## config.mk

```make
export PLATFORM = sky130hd
export DESIGN_NAME = instr_encoder_flat
export DESIGN_NICKNAME = d
export VERILOG_FILES = /design/src/rtl/instr_encoder_if.sv /design/src/rtl/instr_encoder.sv /design/src/flat_wrapper.sv
export SDC_FILE = /design/constraint.sdc
export NUM_CORES = 1
export LEC_CHECK = 0
export ABC_AREA = 1
export CORE_MARGIN = 4
export CORE_UTILIZATION = 40
export DETAILED_ROUTE_END_ITERATION = 7
export PLACE_DENSITY = 0.69
export SETUP_SLACK_MARGIN = 0.1
export SLEW_MARGIN = 20
export SYNTH_ARGS = -nofsm -noshare
export SYNTH_HDL_FRONTEND = slang
export SYNTH_SLANG_ARGS = --single-unit
```

## constraint.sdc

```tcl
create_clock -name clk -period 1.4 [get_ports clk]
set_clock_uncertainty 0.1 [all_clocks]
set_input_delay 0.35 -clock clk [delete_from_list [all_inputs] [get_ports clk]]
set_output_delay 0.35 -clock clk [all_outputs]
set_load 0.01 [all_outputs]
```

## src/rtl/instr_encoder_if.sv

```systemverilog
// Handshake bundle between an instruction source, the encoder and the memory-image sink.
interface instr_encoder_if;
    logic        in_valid;
    logic        in_ready;
    logic [7:0]  in_op;
    logic [15:0] in_immed;
    logic        out_valid;
    logic        out_ready;
    logic [15:0] out_word;
    logic [15:0] out_addr;
    logic        err;

    modport master (
        output in_valid, in_op, in_immed, out_ready,
        input  in_ready, out_valid, out_word, out_addr, err
    );

    modport slave (
        input  in_valid, in_op, in_immed, out_ready,
        output in_ready, out_valid, out_word, out_addr, err
    );
endinterface

```

## src/rtl/instr_encoder.sv

```systemverilog
// Streaming instruction encoder: turns {opcode, immediate} into fetchable 16-bit words,
// inserting a Pre word ahead of prefixable ops whose immediate exceeds 12 bits.
module instr_encoder #(
    parameter logic [15:0] BASE_ADDR = 16'h0000
) (
    input  logic clk,
    input  logic reset,
    instr_encoder_if.slave bus
);
    typedef enum logic [1:0] {EMPTY, PRE, MAIN} state_t;

    state_t      state;
    logic [15:0] pending;
    logic [15:0] word_q;
    logic [15:0] addr_q;
    logic        valid_q;
    logic        err_q;

    logic [3:0]  hi;
    logic [3:0]  lo;
    logic [3:0]  ext;
    logic        is_class0;
    logic        is_imm;
    logic        is_prefixable;
    logic        is_trunc_op;
    logic        legal;
    logic        needs_pre;
    logic        trunc_err;
    logic [15:0] main_word;
    logic [15:0] pre_word;
    logic        accept;
    logic        handshake;

    always_comb begin
        hi            = bus.in_op[7:4];
        lo            = bus.in_op[3:0];
        ext           = bus.in_immed[15:12];
        is_class0     = (hi == 4'h0) && (lo <= 4'hc);
        is_imm        = 1'b0;
        is_prefixable = 1'b0;
        is_trunc_op   = 1'b0;
        // Push/Call/Jump/JumpF/JumpT can be extended by a Pre word; Get/Put/Pop/Pre cannot.
        if (lo == 4'h0) begin
            case (hi)
                4'h1, 4'h4, 4'h5, 4'h6, 4'h7: begin
                    is_imm        = 1'b1;
                    is_prefixable = 1'b1;
                end
                4'h8, 4'h9, 4'ha, 4'hb: begin
                    is_imm      = 1'b1;
                    is_trunc_op = 1'b1;
                end
                default: ;
            endcase
        end
        legal     = is_class0 || is_imm;
        needs_pre = is_prefixable && (ext != 4'h0);
        trunc_err = is_trunc_op && (ext != 4'h0);
        main_word = is_class0 ? {12'h000, lo} : {hi, bus.in_immed[11:0]};
        pre_word  = {4'hb, 8'h00, ext};
    end

    assign bus.in_ready  = (state == EMPTY) || ((state == MAIN) && bus.out_ready);
    assign accept        = bus.in_valid && bus.in_ready;
    assign handshake     = valid_q && bus.out_ready;

    assign bus.out_valid = valid_q;
    assign bus.out_word  = word_q;
    assign bus.out_addr  = addr_q;
    assign bus.err       = err_q;

    always_ff @(posedge clk) begin
        if (reset) begin
            state   <= EMPTY;
            pending <= 16'h0000;
            word_q  <= 16'h0000;
            addr_q  <= BASE_ADDR;
            valid_q <= 1'b0;
            err_q   <= 1'b0;
        end else begin
            err_q <= 1'b0;
            if (handshake) begin
                addr_q <= addr_q + 16'h0001;
            end
            case (state)
                EMPTY, MAIN: begin
                    if (accept) begin
                        if (!legal) begin
                            // Illegal ops are swallowed: nothing emitted, address untouched.
                            err_q   <= 1'b1;
                            state   <= EMPTY;
                            valid_q <= 1'b0;
                        end else if (needs_pre) begin
                            word_q  <= pre_word;
                            pending <= main_word;
                            state   <= PRE;
                            valid_q <= 1'b1;
                        end else begin
                            word_q  <= main_word;
                            err_q   <= trunc_err;
                            state   <= MAIN;
                            valid_q <= 1'b1;
                        end
                    end else if ((state == MAIN) && bus.out_ready) begin
                        state   <= EMPTY;
                        valid_q <= 1'b0;
                    end
                end
                PRE: begin
                    if (bus.out_ready) begin
                        word_q <= pending;
                        state  <= MAIN;
                    end
                end
                default: begin
                    state   <= EMPTY;
                    valid_q <= 1'b0;
                end
            endcase
        end
    end
endmodule

```

## src/flat_wrapper.sv

```systemverilog
// flat-port wrapper written by rule: the top's interface ports become plain ports
module instr_encoder_flat 
#(
    parameter logic [15:0] BASE_ADDR = 16'h0000
)
  (clk, reset, bus_in_valid, bus_in_op, bus_in_immed, bus_out_ready, bus_in_ready, bus_out_valid, bus_out_word, bus_out_addr, bus_err);
  instr_encoder_if bus_i ();
  input  logic clk;
  input  logic reset;
  input wire logic [$bits(bus_i.in_valid)-1:0] bus_in_valid;
  input wire logic [$bits(bus_i.in_op)-1:0] bus_in_op;
  input wire logic [$bits(bus_i.in_immed)-1:0] bus_in_immed;
  input wire logic [$bits(bus_i.out_ready)-1:0] bus_out_ready;
  output wire logic [$bits(bus_i.in_ready)-1:0] bus_in_ready;
  output wire logic [$bits(bus_i.out_valid)-1:0] bus_out_valid;
  output wire logic [$bits(bus_i.out_word)-1:0] bus_out_word;
  output wire logic [$bits(bus_i.out_addr)-1:0] bus_out_addr;
  output wire logic [$bits(bus_i.err)-1:0] bus_err;
  assign bus_i.in_valid = bus_in_valid;
  assign bus_i.in_op = bus_in_op;
  assign bus_i.in_immed = bus_in_immed;
  assign bus_i.out_ready = bus_out_ready;
  assign bus_in_ready = bus_i.in_ready;
  assign bus_out_valid = bus_i.out_valid;
  assign bus_out_word = bus_i.out_word;
  assign bus_out_addr = bus_i.out_addr;
  assign bus_err = bus_i.err;
  instr_encoder #(.BASE_ADDR(BASE_ADDR)) u_core (.clk(clk), .reset(reset), .bus(bus_i));
endmodule
```

# ---- Word level (Yosys, flattened, before mapping)
# Cells that the tools add are included.
dict set report word_totals {
  ff_bits 52
  inputBits 28
  output_inout_bits 35
  wordCells 72
}
dict set report classes {
  n_addsub 1
  magnitude_cmp 1
  n_eq_ne 15
  mux 24
  bitwise 3
  n_reduce_logical 22
}
# cell count
set op_table {}
lappend op_table {{2-to-1 mux 16 bit} 5}
lappend op_table {{one-hot mux 16 bit (2 select lines)} 1}
lappend op_table {{adder 16 x 1 -> 16 bit (second input constant)} 1}
lappend op_table {{equality test 4 x 3 -> 1 bit (second input constant)} 4}
lappend op_table {{equality test 4 bit (second input constant)} 4}
lappend op_table {{2-to-1 mux 1 bit} 11}
lappend op_table {{2-to-1 mux 2 bit} 5}
lappend op_table {{OR reduction 9 bit} 1}
lappend op_table {{logical NOT 4 bit} 2}
lappend op_table {{AND reduction 4 bit} 2}
lappend op_table {{logical AND 1 bit} 6}
lappend op_table {{OR reduction 5 bit} 1}
lappend op_table {{equality test 4 x 1 -> 1 bit (second input constant)} 1}
lappend op_table {{less-or-equal comparator 4 bit (second input constant)} 1}
lappend op_table {{!= test 2 x 1 -> 1 bit (second input constant)} 2}
lappend op_table {{one-hot mux 2 bit (2 select lines)} 1}
lappend op_table {{AND reduction 2 bit} 2}
lappend op_table {{nonzero test 4 bit} 1}
lappend op_table {{OR reduction 4 bit} 1}
lappend op_table {{!= test 3 x 1 -> 1 bit (second input constant)} 1}
lappend op_table {{inverter 1 bit} 3}
lappend op_table {{OR reduction 3 bit} 1}
lappend op_table {{equality test 2 x 1 -> 1 bit (second input constant)} 1}
lappend op_table {{equality test 2 bit (second input constant)} 1}
lappend op_table {{6 further kinds} 7}

# ---- Longest topological paths before layout
# Gate-level depths: netlist of the first run.
dict set report logic_depth {
  depth_word 9
  mapped_depth 11
  ltp_nobuf 11
}

# ---- Worst setup path after synthesis of the first run
# No wires, ideal clock.
dict set report synth_path {
  path_kind {register -> register}
  startpoint {register u_core.addr_q[1] (netlist: u_core.bus.out_addr[1])}
  endpoint {register u_core.addr_q[10] (netlist: u_core.bus.out_addr[10])}
  setup_time_ps 119
  arrival_time_ps 1379
  t_required_ps 1181
  slack_ps -198
  path_stages_with_launch 11
  n_path_buf 0
  synth_period_minus_slack_ps 1598
  cell_sequence {dfxtp_1 -> ha_1 -> inv_1 -> nor2_2 -> inv_2 -> nor2_2 -> nand2_1 -> nor2_1 -> nand2_1 -> o21ai_0 -> a21oi_1}
}
dict set report synth_via {
  elab_chain_len 1
}
# item line_no
set synth_lines {}
lappend synth_lines {{from (decl)} instr_encoder.sv:15} ;# logic [15:0] addr_q;
lappend synth_lines {{from (signal assigned)} instr_encoder.sv:83} ;# addr_q <= addr_q + 16'h0001;
lappend synth_lines {{adder 16 x 1 -> 16 bit} instr_encoder.sv:83}
# Every way passes these cells.
# A chain may end at the register's enable or synchronous reset.

# ---- Final worst setup path of the first run
dict set report layout_path {
  startpoint {input port bus_in_op[7]}
  endpoint {register u_core.pending[2]}
}
dict set report layout_via {
  elab_chain_len 6
  elab_cells_between_ends 21
  classes_between {9 x eq/ne; 5 x mux; 7 x reduce/logical}
}
# item line_no
set layout_lines {}
lappend layout_lines {{from (decl)} flat_wrapper.sv:11} ;# input wire logic [$bits(bus_i.in_op)-1:0] bus_in_op;
lappend layout_lines {{equality test 4 x 1 -> 1 bit (tied with other cells)} instr_encoder.sv:44} ;# case (hi)
lappend layout_lines {{OR reduction 9 bit (no source line) or OR reduction 5 bit (tied branches)} n/a}
lappend layout_lines {{2-to-1 mux 1 bit} instr_encoder.sv:44}
lappend layout_lines {{2-to-1 mux 1 bit} instr_encoder.sv:43} ;# if (lo == 4'h0) begin
lappend layout_lines {{logical OR 1 bit or logical AND 1 bit (tied branches)} {instr_encoder.sv:56, instr_encoder.sv:57}}
lappend layout_lines {{AND reduction 4 bit (no source line)} n/a}
lappend layout_lines {{to (signal assigned)} instr_encoder.sv:95} ;# pending <= main_word;
lappend layout_lines {{to (decl)} instr_encoder.sv:13} ;# logic [15:0] pending;
# Several ways; a longest one is shown, not always the timed one.

==> flow_metrics.tcl, run 1 <==
set metrics [dict create \
    r2r-end "u_core.pending[2]$_SDFFE_PP0P_" \
    antenna_violations_before_repair 0 \
    drive_above_1_share_pct 47.5 \
    timing.final.crit_period_ps 1590 \
    path_clk_slew_ps 90 \
    most_instantiated_cells_after_synthesis "nand2_1, nor2_1, dfxtp_1, inv_1" \
    grt_pass1_vias 2943 \
    overflow 0 \
    ant_nets 0 \
    clock_tree_from_tritoncts "built" \
    r2r_start "u_core.state[1]$_SDFFE_PP0P_" \
    worst-r2r-setup-slack_ps -190 \
    worst_setup_path_endpoint "u_core.pending[2]$_SDFFE_PP0P_" \
    slew_headroom_pct 78.0 \
    worst-endpoint-required_ps 1490 \
    syn-instance-count 392 \
    achievable-frequency_mhz 629 \
    final_critical_path_setup_slack_ps -191 \
    worst_setup_path_end_kind "flop" \
    hold_class "flop to flop" \
    synthMostInstantiatedCell "nand2_1" \
    fin_crit_sh_pct 114 \
    final_standard_cell_area_without_fillers_sq_um 4310 \
    pre_cts_ws_ps -786 \
    dpl.hpwl_um 5290 \
    drv_cap 0 \
    critPathMaxFanout 10 \
    routed_vias 2970 \
    routabilityCongestion 0.786 \
    cts_sinks 52 \
    place.port_buffers 62 \
    synth_async_sr_flop_share_pct 0 \
    synth.area.top_cells "dfxtp_1, nand2_1, nor2_1" \
    postSynthAreaPerCell_sq_um 6.64 \
    core_region_area_sq_um 6350 \
    clk-insertion-delay-late_ps 310 \
    power_density_nw_per_um2 686 \
    synth.cell_area_sq_um 2600 \
    reg2reg_depth 8 \
    die_area_sq_um 7860 \
    synthesis.nets 421 \
    post_synthesis_cell_type_with_the_largest_combined_area "dfxtp_1" \
    worstHoldStart "u_core.pending[15]$_SDFFE_PP0P_" \
    p_leak_nw 1.96 \
    chipHeight_um 88.7 \
    startpoint_type "input pin" \
    global_route_wire_length_before_repair_um 12800 \
    remaining_design_rule_violation_count 0 \
    routed_wirelength_um 8060 \
    outcome "complete, but fails checks" \
    io-pin-count 63 \
    yosys.cell_types.count 32 \
    synth_seq_cells 52 \
    final_hold_viol_count 0 \
    critPathLaunch "bus_in_op[7]" \
    die_width_um 88.7 \
    synth_to_final_area_change_pct 65.5 \
    num_antenna_cells 0 \
    number_of_design_rule_violations_left_by_the_first_detailed_router_iteration 101 \
    drt-pass1-iter-count 4 \
    via_per_inst 4.97 \
    synth.yosys.seq_area_share_pct 40.0 \
    placementRows 29 \
    synth.top_cell.area_share_pct 40.0 \
    clock_tree.htree_level_count 2 \
    max-vdd-ir-drop_mv 0.561 \
    numCtsBuffers 5 \
    postPlaceCellArea_sq_um 3780 \
    clk_path_buf_depth 2 \
    clock-root-buffer "clkbuf_8" \
    number_of_fill_cells_in_the_layout 520 \
    timing_max_transition_violations_final 0 \
    rsz0062_at_grt "true" \
    synth-edff-count 0 \
    worst-slew-pin-transition_ps 327 \
    criticalPathCategory "input pin to flop" \
    wl_per_cell_um 13.5 \
    global_route.usage.total_pct 20.4 \
    pin_count_of_the_biggest_net_entering_global_routing 23 \
    synth_flop_cell "dfxtp_1" \
    timing.final.setup_violations 43 \
    count_of_nets_after_finishing 548 \
    crit_arrival_ps 1680 \
    initial_utilization_pct 41.0 \
    synth_warnings 0 \
    violations "negative setup slack" \
]
-- how the worst min path moves through the flow --
stage / to / slack [ps] / depth (start not counted)
final: u_core.pending[15]$_SDFFE_PP0P_ / 370 / 2
after global routing: u_core.pending[15]$_SDFFE_PP0P_ / 390 / 2
after CTS: u_core.pending[15]$_SDFFE_PP0P_ / 350 / 2
after detailed placement: u_core.pending[14]$_SDFFE_PP0P_ / 340 / 2
after global placement: u_core.pending[14]$_SDFFE_PP0P_ / 330 / 2
after floorplan: u_core.pending[14]$_SDFFE_PP0P_ / 320 / 2
-- cell families (layout without fill, tap and decap cells) --
group | Yosys count | after routing | share of synthesized area, %
flops | 52 | 52 | 40.0
buf+inv | 55 | 183 | 8.79
xor+xnor | 1 | 1 | 0.336
fa+ha+maj | 1 | 1 | 0.480
simple gates | 208 | 208 | 35.4
compound gates | 75 | 75 | 15.0
-- flip-flops by register name, summed over array words and instances (netlist names) --
| name | count |
|---|---|
| u_core.bus.out_valid | 1 |
| u_core.state | 2 |
| u_core.bus.out_word | 16 |
| u_core.bus.out_addr | 16 |
| u_core.bus.err | 1 |
| u_core.pending | 16 |
-- layout make-up --
cell class	count	area [sq um]	share of cell area, %
Multi-Input combinational cell	285	1690	39.2
Timing Repair Buffer	133	1140	26.5
Sequential cell	52	1100	25.5
Inverter	42	176	4.09
Tap cell	77	96.3	2.24
Clock buffer	6	72.6	1.68
Clock inverter	2	35.0	0.813
-- metrics by stage --
step	hold slack [ps]	utilization (%)	instances	setup TNS [ps]	power, mW
floorplan	325	-	392	-1000	1.71
detailed placement	343	59.5	567	-32910	1.91
CTS	352	64.8	592	-4590	2.95
global route	387	67.9	597	-8710	3.07
finish	365	67.9	597	-5560	2.96
global placement	333	59.5	567	-30490	1.91
-- layer usage --
| layer | GRT usage [%] | up-vias | share of wire (%) |
|---|---|---|---|
| li1 | - | 1505 | - |
| met4 | 5.77 | 0 | 1.5 |
| met3 | 4.84 | 14 | 6.0 |
| met5 | 0 | - | 0 |
| met2 | 39.5 | 72 | 53 |
| met1 | 21.7 | 1379 | 40 |
-- critical path: stages --
cell	delay, ps
dlygate4sd2_1	260
inv_1	190
nand2_2	100
nor2_4	120
nand3_4	160
buf_6	180
buf_16	140
a21oi_2	130
nor2_1	40
-- timing repair --
action	CTS	global route
endpoints found under the setup margin	85	56
pin swaps	29	13
hold endpoints to repair	0	0
resized for setup	245	60
hold buffers	0	0
setup buffers	14	6
cloned	3	0
-- cell usage in the layout, fill, tap and decap left out, types with 12 or more instances in the layout --
cell / n
o21ai_0: 14
nor2_1: 49
o21ai_1: 19
buf_6: 20
a21oi_1: 15
dfxtp_2: 28
inv_1: 29
nand2_1: 79
a21oi_2: 15
buf_2: 31
dfxtp_1: 18
nand2_2: 12
clkdlybuf4s50_1: 13
buf_4: 48
nor2_2: 12
-- power by group --
group	internal, mW	switching (mW)
Clock	0.532	0.511
Sequential	1.49	0.0130
Combinational	0.202	0.207
Total	2.23	0.732
No activity file was read; power rests on OpenSTA's default activity.
==> run 2, diff against run 1 <==
--- a/config.mk
+++ b/config.mk
@@ -7,10 +7,9 @@
 export LEC_CHECK = 0
 export ABC_AREA = 1
 export CORE_MARGIN = 4
-export CORE_UTILIZATION = 40
+export CORE_UTILIZATION = 45
 export DETAILED_ROUTE_END_ITERATION = 7
-export PLACE_DENSITY = 0.69
-export SETUP_SLACK_MARGIN = 0.1
+export PLACE_DENSITY = 0.77
 export SLEW_MARGIN = 20
 export SYNTH_ARGS = -nofsm -noshare
 export SYNTH_HDL_FRONTEND = slang
==> run 2 against run 1 <==
Compared with the run above:
- the flow still finishes with violations (negative setup slack)
- non-clock buffer count decreased by 1
- highest routed layer unchanged
- critical endpoint is now u_core.bus.out_word[4]$_SDFFE_PP0P_
- via count increased by 5.1%
- die area decreased by 10%
- routed wire length increased by 11%
==> flow_metrics.tcl, run 2 (synthesis gave the netlist of run 1 again) <==
set metrics [dict create \
    outcome "complete, but fails checks" \
    violations "negative setup slack" \
    critPathLaunch "bus_in_op[0]" \
    initial_utilization_pct 46.7 \
    postPlaceCellArea_sq_um 3730 \
    achievable-frequency_mhz 604 \
    global_route_wire_length_before_repair_um 13700 \
    timing.final.setup_violations 42 \
    antenna_violations_before_repair 0 \
    routabilityCongestion 0.835 \
    num_antenna_cells 0 \
    worst-r2r-setup-slack_ps -220 \
    final_cell_mix "nand2_1, buf_4, nor2_1" \
    drt-pass1-iter-count 5 \
    placementRows 27 \
    dpl.hpwl_um 5220 \
    cts_sinks 52 \
    wl_per_cell_um 15.1 \
    place.port_buffers 62 \
    grtUsageMet1_pct 26.1 \
    drive_above_1_share_pct 41.7 \
    finalCoreUtilization_pct 77.7 \
    clk_path_buf_depth 2 \
    number_of_design_rule_violations_left_by_the_first_detailed_router_iteration 151 \
    startpoint_type "input pin" \
    worst-slew-pin-transition_ps 352 \
    drv_cap 0 \
    clock_tree_from_tritoncts "built" \
    die_width_um 84.1 \
    path_clk_slew_ps 100 \
    crit_arrival_ps 1760 \
    timing.final.crit_period_ps 1660 \
    hold_class "input pin to flop" \
    p_leak_nw 1.87 \
    global_route.usage.met2_pct 43.8 \
    count_of_nets_after_finishing 548 \
    core_region_area_sq_um 5570 \
    criticalPathCategory "input pin to flop" \
    rsz0062_at_grt "true" \
    worst-endpoint-required_ps 1510 \
    via_per_inst 5.27 \
    worstHoldStart "bus_in_op[5]" \
    layoutNonFillerInstCount 592 \
    synth_to_final_area_change_pct 66.4 \
    reg2reg_depth 7 \
    remaining_design_rule_violation_count 0 \
    clock-root-buffer "clkbuf_8" \
    final_critical_path_setup_slack_ps -256 \
    critPathMaxFanout 7 \
    pin_count_of_the_biggest_net_entering_global_routing 22 \
    final_hold_viol_count 0 \
    r2r-end "u_core.pending[5]$_SDFFE_PP0P_" \
    numCtsBuffers 5 \
    final_standard_cell_area_without_fillers_sq_um 4330 \
    grt-busiest-layer "met2" \
    grt_pass1_vias 3069 \
    mostFrequentLayoutCell "nand2_1" \
    clock_tree.htree_level_count 2 \
    power_density_nw_per_um2 662 \
    routed_wirelength_um 8930 \
    fin_crit_sh_pct 118 \
    clk-insertion-delay-late_ps 310 \
    place.detailed.instances 564 \
    io-pin-count 63 \
    r2r_start "u_core.state[1]$_SDFFE_PP0P_" \
    overflow 0 \
    timing_max_transition_violations_final 0 \
    worst_setup_path_endpoint "u_core.bus.out_word[4]$_SDFFE_PP0P_" \
    power.total_mw 2.87 \
    routed_vias 3122 \
    global_route.usage.total_pct 23.3 \
    die_area_sq_um 7070 \
    chipHeight_um 84.1 \
    globalRouteMet3Util_pct 4.24 \
    worst_setup_path_end_kind "flop" \
    slew_headroom_pct 76.5 \
    max-vdd-ir-drop_mv 0.562 \
    ant_nets 0 \
]
[run 2: worst min path at each step]
stage / endpoint / slack, ps / cells after the start
4_1_cts: u_core.pending[13]$_SDFFE_PP0P_ / 350 / 4
5_1_grt: u_core.pending[12]$_SDFFE_PP0P_ / 370 / 4
6_report: u_core.pending[13]$_SDFFE_PP0P_ / 350 / 4
3_5_place_dp: u_core.pending[14]$_SDFFE_PP0P_ / 350 / 2
3_3_place_gp: u_core.pending[14]$_SDFFE_PP0P_ / 330 / 2
2_1_floorplan: u_core.pending[14]$_SDFFE_PP0P_ / 320 / 2
[run 2: worst max-delay path, cell delays in order]
cell and delay [ps]:
clkdlybuf4s15_2 210, nor2_4 40, buf_4 130, nor2_4 90, nor2_2 60, nor2_1 150
nand2_2 140, nand2_8 140, nand2_8 100, buf_8 160, o21ai_1 140, nor2_1 50
[run 2: per-layer routing]
| metal | wire (um) | part of all wire (%) |
|---|---|---|
| met4 | 237 | 2.7 |
| met2 | 4710 | 53 |
| met1 | 3450 | 39 |
| met5 | 0 | 0 |
| met3 | 535 | 6.0 |
[run 2: final cells by class]
class | instances | area (sq um)
Clock buffer | 6 | 82.6
Fill cell | 370 | 1240
Tap cell | 72 | 90.1
Multi-Input combinational cell | 286 | 1750
Clock inverter | 2 | 15.0
Sequential cell | 52 | 1070
Inverter | 42 | 169
Timing Repair Buffer | 132 | 1150
[run 2: what timing repair did]
action / in CTS / in global routing
pin swaps: 38 / 24
hold buffers: 0 / 0
endpoints found under the setup margin: 84 / 71
resized for setup: 159 / 91
buffers inserted: 14 / 6
gates cloned: 3 / 0
[run 2: metrics by stage]
stage / hold slack (ps) / setup TNS (ps) / worst slack [ps]
2_1_floorplan: 324 / -985 / -95.6
3_3_place_gp: 333 / -30810 / -700
3_5_place_dp: 346 / -32750 / -755
4_1_cts: 346 / -3780 / -216
5_1_grt: 365 / -9670 / -329
6_report: 353 / -6970 / -256
[run 2: report_power, final]
| group | internal (mW) | switching, mW | leakage [nW] |
|---|---|---|---|
| Combinational | 0.200 | 0.225 | 1.40 |
| Sequential | 1.50 | 0.0171 | 0.430 |
| Clock | 0.402 | 0.529 | 0.0434 |
